[src/rtl/f_adder_seq.sv]
// Nibble-serial WIDTH-bit adder: one shared 4-bit slice, LSB nibble first, valid/ready on both sides.
// Optional subtract mode (A - B - borrow) is enabled by defining F_ADDER_SEQ_SUB_EN.
module f_adder_seq #(
  parameter int unsigned WIDTH = 16
) (
  input  logic             clk,
  input  logic             rst_n,
  input  logic             in_valid,
  output logic             in_ready,
  input  logic [WIDTH-1:0] ain,
  input  logic [WIDTH-1:0] bin,
  input  logic             cin,
`ifdef F_ADDER_SEQ_SUB_EN
  input  logic             sub,
`endif
  output logic             out_valid,
  input  logic             out_ready,
  output logic [WIDTH-1:0] sout,
  output logic             cout,
  output logic             busy
);

  localparam int unsigned NIB = WIDTH / 4;
  localparam int unsigned CW  = (NIB > 1) ? $clog2(NIB) : 1;
  localparam int unsigned SW  = CW + 2;
  localparam logic [CW-1:0] LAST = CW'(NIB - 1);

  typedef enum logic [1:0] {IDLE, RUN, DONE} state_t;

  state_t           state;
  logic [WIDTH-1:0] a_r;
  logic [WIDTH-1:0] b_r;
  logic             carry_r;
  logic [CW-1:0]    idx;
  logic [SW-1:0]    shamt;
  logic [3:0]       a_nib;
  logic [3:0]       b_nib;
  logic [4:0]       slice;
`ifdef F_ADDER_SEQ_SUB_EN
  logic             sub_r;
`endif

  // Shared 4-bit slice operating on the nibble selected by idx
  assign shamt = {idx, 2'b00};
  assign a_nib = a_r[shamt +: 4];
`ifdef F_ADDER_SEQ_SUB_EN
  assign b_nib = b_r[shamt +: 4] ^ {4{sub_r}};
`else
  assign b_nib = b_r[shamt +: 4];
`endif
  assign slice = {1'b0, a_nib} + {1'b0, b_nib} + 5'(carry_r);

  always_ff @(posedge clk) begin
    if (!rst_n) begin
      state     <= IDLE;
      in_ready  <= 1'b1;
      out_valid <= 1'b0;
      busy      <= 1'b0;
      sout      <= '0;
      cout      <= 1'b0;
      a_r       <= '0;
      b_r       <= '0;
      carry_r   <= 1'b0;
      idx       <= '0;
`ifdef F_ADDER_SEQ_SUB_EN
      sub_r     <= 1'b0;
`endif
    end else begin
      case (state)
        IDLE: begin
          if (in_valid && in_ready) begin
            a_r      <= ain;
            b_r      <= bin;
`ifdef F_ADDER_SEQ_SUB_EN
            sub_r    <= sub;
            carry_r  <= cin ^ sub;
`else
            carry_r  <= cin;
`endif
            idx      <= '0;
            sout     <= '0;
            in_ready <= 1'b0;
            busy     <= 1'b1;
            state    <= RUN;
          end
        end
        RUN: begin
          sout[shamt +: 4] <= slice[3:0];
          carry_r          <= slice[4];
          if (idx == LAST) begin
            cout      <= slice[4];
            out_valid <= 1'b1;
            state     <= DONE;
          end else begin
            idx <= idx + CW'(1);
          end
        end
        DONE: begin
          // Handoff edge never accepts; IDLE opens one cycle later
          if (out_ready) begin
            out_valid <= 1'b0;
            busy      <= 1'b0;
            in_ready  <= 1'b1;
            state     <= IDLE;
          end
        end
        default: state <= IDLE;
      endcase
    end
  end

endmodule
[config.mk]
export PLATFORM = sky130hd
export DESIGN_NAME = f_adder_seq
export DESIGN_NICKNAME = d
export VERILOG_FILES = /design/src/rtl/f_adder_seq.sv
export SDC_FILE = /design/constraint.sdc
export NUM_CORES = 1
export LEC_CHECK = 0
export ABC_CLOCK_PERIOD_IN_PS = 5200
export CAP_MARGIN = 20
export CORE_AREA = 2 2 94 96
export CTS_CLUSTER_SIZE = 24
export DETAILED_ROUTE_END_ITERATION = 8
export DIE_AREA = 0 0 96 98
export REMOVE_ABC_BUFFERS = 1
export SYNTH_ARGS = -nofsm -noshare
export SYNTH_HDL_FRONTEND = slang
export SYNTH_SLANG_ARGS = --single-unit
[constraint.sdc]
create_clock -name clk -period 5.2 [get_ports clk]
set_input_delay 1.56 -clock clk [delete_from_list [all_inputs] [get_ports clk]]
set_output_delay 1.56 -clock clk [all_outputs]
set_load 0.01 [all_outputs]
======== After elaboration in Yosys (flattened, before gate mapping) ========
Cells that the tools add are included.
storage, ports and cells
  logic and storage cells ................. 57
  input bits .............................. 37
  register bits ........................... 57
  output and inout bits ................... 20
operators by class
  mux-type cells .......................... 20
  add/sub/neg operators ................... 4
  shift-type cells ........................ 4
  eq/ne operators ......................... 7
  reductions and logical operators ........ 12
operators by type and width
  kind                      count
  $pmux W16 S2              1
  $shiftx A16 B5 Y4         2
  $bwmux W16                1
  $mux W16                  1
  $shift A4 B6 Y16 const A  1
  $shiftx A4 B6 Y16         1
  $reduce_and A3 Y1         4
  $mux W2                   5
  $ne A2 B2 Y1 const B      4
  $pmux W1 S2               4
  $mux W1                   6
  $neg A4 Y6                1
  $pmux W2 S3               1
  $reduce_and A2 Y1         3
  $reduce_bool A2 Y1        3
  $add A4 B4 Y5             1
  $add A5 B1 Y5             1
  $eq A2 B2 Y1 const B      2
  $pmux W2 S2               1
  $add A2 B1 Y2 const B     1
  $eq A2 B1 Y1 const B      1
  $logic_not A2 Y1          1
  $logic_and A1 B1 Y1       1

======== Logic depth before layout (Yosys ltp) ========
  word-level depth ........................ 6
  gate-level depth with buffers ........... 9
  mapped depth without buffers ............ 8

======== Least setup slack after synthesis ========
Ideal clock, no wire load.
  path type ............................... reg2reg
  from .................................... register idx[0]
  to ...................................... register sout[3]
  setup slack ............................. 2694 ps
  period minus slack after synthesis ...... 2506 ps
  data required time ...................... 5084 ps
  path buffers ............................ 1
  library setup time ...................... 116 ps
  arrival time ............................ 2390 ps
  stages on the path, launching flop included .. 8
  cells stage by stage .................... dfxtp_1 -> buf_4 -> mux4_2 -> fa_1 -> a211oi_1 -> o21bai_1 -> o21a_1 -> a31o_2
on the way
  word-level cells in the longest chain between the ends .. 6
  elaborated cells on any way between the ends .. 9
  classes of those cells .................. 3 x add/sub; 4 x shift; 2 x mux
ends and longest elaborated chain
  what                                  line    text
  start, declared                       34      logic [CW-1:0] idx;
  start signal, assigned                95      idx <= idx + CW'(1);
  $shiftx A16 B5 Y4 (on tied branches)  45, 49
  $add A4 B4 Y5                         51      assign slice = {1'b0, a_nib} + {1'b0, b_nib} + 5'(carry_r);
  $add A5 B1 Y5                         51
  $shiftx A4 B6 Y16                     88      sout[shamt +: 4] <= slice[3:0];
  $bwmux W16 (*)                        88
  $pmux W16 S2 (*)                      69      case (state)
  end signal, assigned by index         88
  end, declared                         18      output logic [WIDTH-1:0] sout,
Mark *: on every way between the ends. The rest lies on a longest branch, timed or not.
A chain may end at the register's enable or synchronous reset.

======== Final worst setup path ========
  from .................................... input rst_n
  to ...................................... register carry_r
RTL lines
  what                  line  text
  start, declared       7     input logic rst_n,
  end signal, assigned  78    carry_r <= cin;
  end signal, assigned  89    carry_r <= slice[4];
  end, declared         33    logic carry_r;
No word-level cell between the ends.

==> metrics <==
status finished, final reports clean; worst min path class flop to flop; die width 96 um; Vias/cell 4.68; cell area after synthesis 2520 um2; WL final 5880 um; GRT Total Usage 13.5%; Tcrit/Tclk final 59.0%; share of post-route cells with drive strength above 1 9.30%; Post-Syn Instances 286; leakage power 0.00123 uW; detailed router's first-iteration violation count 107; R2R depth 6; WHS Endpoint b_r[8]$_SDFFE_PN0P_; clock transition at the registers of the reported paths 0.06 ns; CP Class input pin to flop; Post-synth EDFFs 0; RR Endpoint sout[3]$_SDFFE_PN0P_; synthesized area per cell 8.83 um2; CP Data Required Time 5.47 ns; Unique masters post-synth 37; TritonCTS clock tree built; Hold-fix buffers, CTS 0; hold wc startpoint b_r[8]$_SDFFE_PN0P_; Cell Rows 34; CTS Root Cell clkbuf_8; pwr/cell area 302 nW/um2; final instance area 3350 um2; # fillers 854; Area Growth Syn to Fin 32.6%; CP max FO 32; endpoints failing setup 0; Die Ht 98 um; core box area 8470 um2; vias in the first global route 2,096; Seq cells post-synth 57; postcts setup bufs 0; Slew Limit Headroom 41.9%; Num CTS Buffers 9; VDD IR max 0.167 mV; io pins 57; worst hold path depth 2; final net count 385; Max Slew Vio Count 0; WHS 0.452 ns; Crit. End Element flop; WL/cell 13.0 um; Initial Utilization 29.8%; Tmin final 3.07 ns; Seq/Total Area, Yosys 45.2%; Yosys top cell by area dfxtp_1; initial antenna violation count 0; Critical Path Start Type input pin; worst path arrival time 3.34 ns; largest net degree at the start of global routing 36; Ant. Diodes 0; Post-CTS Resized 0; clk sinks 57; total number of vias 2,116; total global routing overflow 0; # DRC 0; TNS Setup 0 ns; RR Startpoint idx[0]$_SDFFE_PN0P_; Final Hold Vio Count 0; share of the synthesized area in the top cell type 45.2%; HPWL after DPL 4270 um; post-route ant nets 0; Clock Path Buffers 2; drt pass-1 iters 4; Synth area leaders dfxtp_1, nand2_1, a21oi_1; Worst Tran Pin Value 0.870 ns; Final Skew 0.00775 ns; yosys warns 0; fmax 0.326 GHz; Worst R2R Setup Slack 2.19 ns; Worst-Skew Late Latency 0.34 ns; placed standard-cell area 3160 um2; first-pass GRT wire length 9890 um; dominant register cell in the synthesized netlist dfxtp_1; RSZ-0062 raised after global routing no; asr flop ratio synth 0%; input/output buffers 56; max_cap viols 0; Final Wtd Congestion 0.864; DIE AREA 9410 um2; H-tree Lvls 3
kinds of logic after synthesis:
logic type / after synthesis / synth area share [%]
AOI/OAI and AO/OA: 72 / 17.4
and+or+nand+nor: 114 / 20.4
DFF: 57 / 45.2
adders and majority gates: 9 / 5.05
buffers and inverters: 25 / 4.46
xor gates and xnor gates: 1 / 0.347
muxes: 8 / 7.14
cell usage after synthesis (all sizes together) (4+ instances only):
library cell	n
nand2	72
dfxtp	57
a21oi	38
nor2	21
a22oi	12
buf	11
mux4	8
ha	7
inv	7
clkbuf	6
o21ai	5
a21o	4
worst max-delay path, cell delays in order:
cell and delay (ns):
clkdlybuf4s50_1 0.65, clkinv_1 0.52, buf_4 0.44, a31oi_1 0.16
sequential cells by signal (all words and copies together), names as in the netlist:
| name | flops |
|---|---|
| a_r | 16 |
| b_r | 16 |
| busy | 1 |
| carry_r | 1 |
| cout | 1 |
| idx | 2 |
| in_ready | 1 |
| out_valid | 1 |
| sout | 16 |
| state | 2 |
placed cells by master (no fill, tap or decap), drive strengths merged, types with 6 or more instances in the layout:
cell           synthesis  layout
a21oi                 38      38
nand2                 72      72
nor2                  21      21
mux4                   8       8
a22oi                 12      12
clkinv                 1       6
clkbuf                 6      10
dfxtp                 57      57
inv                    7       7
ha                     7       7
clkdlybuf4s50          0      56
power by group:
| group | total, uW | switching [uW] | internal (uW) | leakage, uW |
|---|---|---|---|---|
| combinational | 145 | 73.7 | 71.5 | 0.000663 |
| sequential | 476 | 18.2 | 458 | 0.000464 |
| clock | 390 | 172 | 218 | 0.0000998 |
| total | 1010 | 264 | 748 | 0.00123 |
worst max-delay path by stage:
| stage | from | to | slack [ns] | cells after the start |
|---|---|---|---|---|
| 3_5_place_dp | rst_n | carry_r$_SDFFE_PN0P_ | 1.75 | 4 |
| 4_1_cts | rst_n | carry_r$_SDFFE_PN0P_ | 2.11 | 4 |
| 2_1_floorplan | in_valid | idx[0]$_SDFFE_PN0P_ | 2.24 | 4 |
| 3_3_place_gp | rst_n | carry_r$_SDFFE_PN0P_ | 1.81 | 4 |
| 5_1_grt | rst_n | b_r[6]$_SDFFE_PN0P_ | 1.94 | 4 |
| 6_report | rst_n | carry_r$_SDFFE_PN0P_ | 2.13 | 4 |
stage by stage:
step                setup slack (ns)  std cells  power, uW  util [%]
floorplan                       2.24        269        567         -
global placement                1.81        436        629      37.3
detailed placement              1.75        436        633      37.3
CTS                             2.11        452       1030      39.5
global route                    1.94        452       1060      39.5
finish                          2.13        452       1010      39.5
cell type report:
class                   count  area [um2]  share of cell area, %
multi-input cells         204        1270                   38.0
clock buffers              10         128                   3.81
inverters                   8        30.0                  0.897
flip-flops and latches     57        1140                   34.1
well taps                 108         135                   4.04
clock inverters             6        58.8                   1.76
repair buffers             59         583                   17.4
routing by layer:
layer / up-vias / GRT usage (%) / share of wire (%)
met3: 6 / 5.32 / 5.3
met2: 49 / 22.1 / 48
met4: 0 / 3.30 / 0.97
met1: 972 / 16.6 / 46
met5: - / 0 / 0
li1: 1089 / - / -
Power figures use the tool's default switching activity.
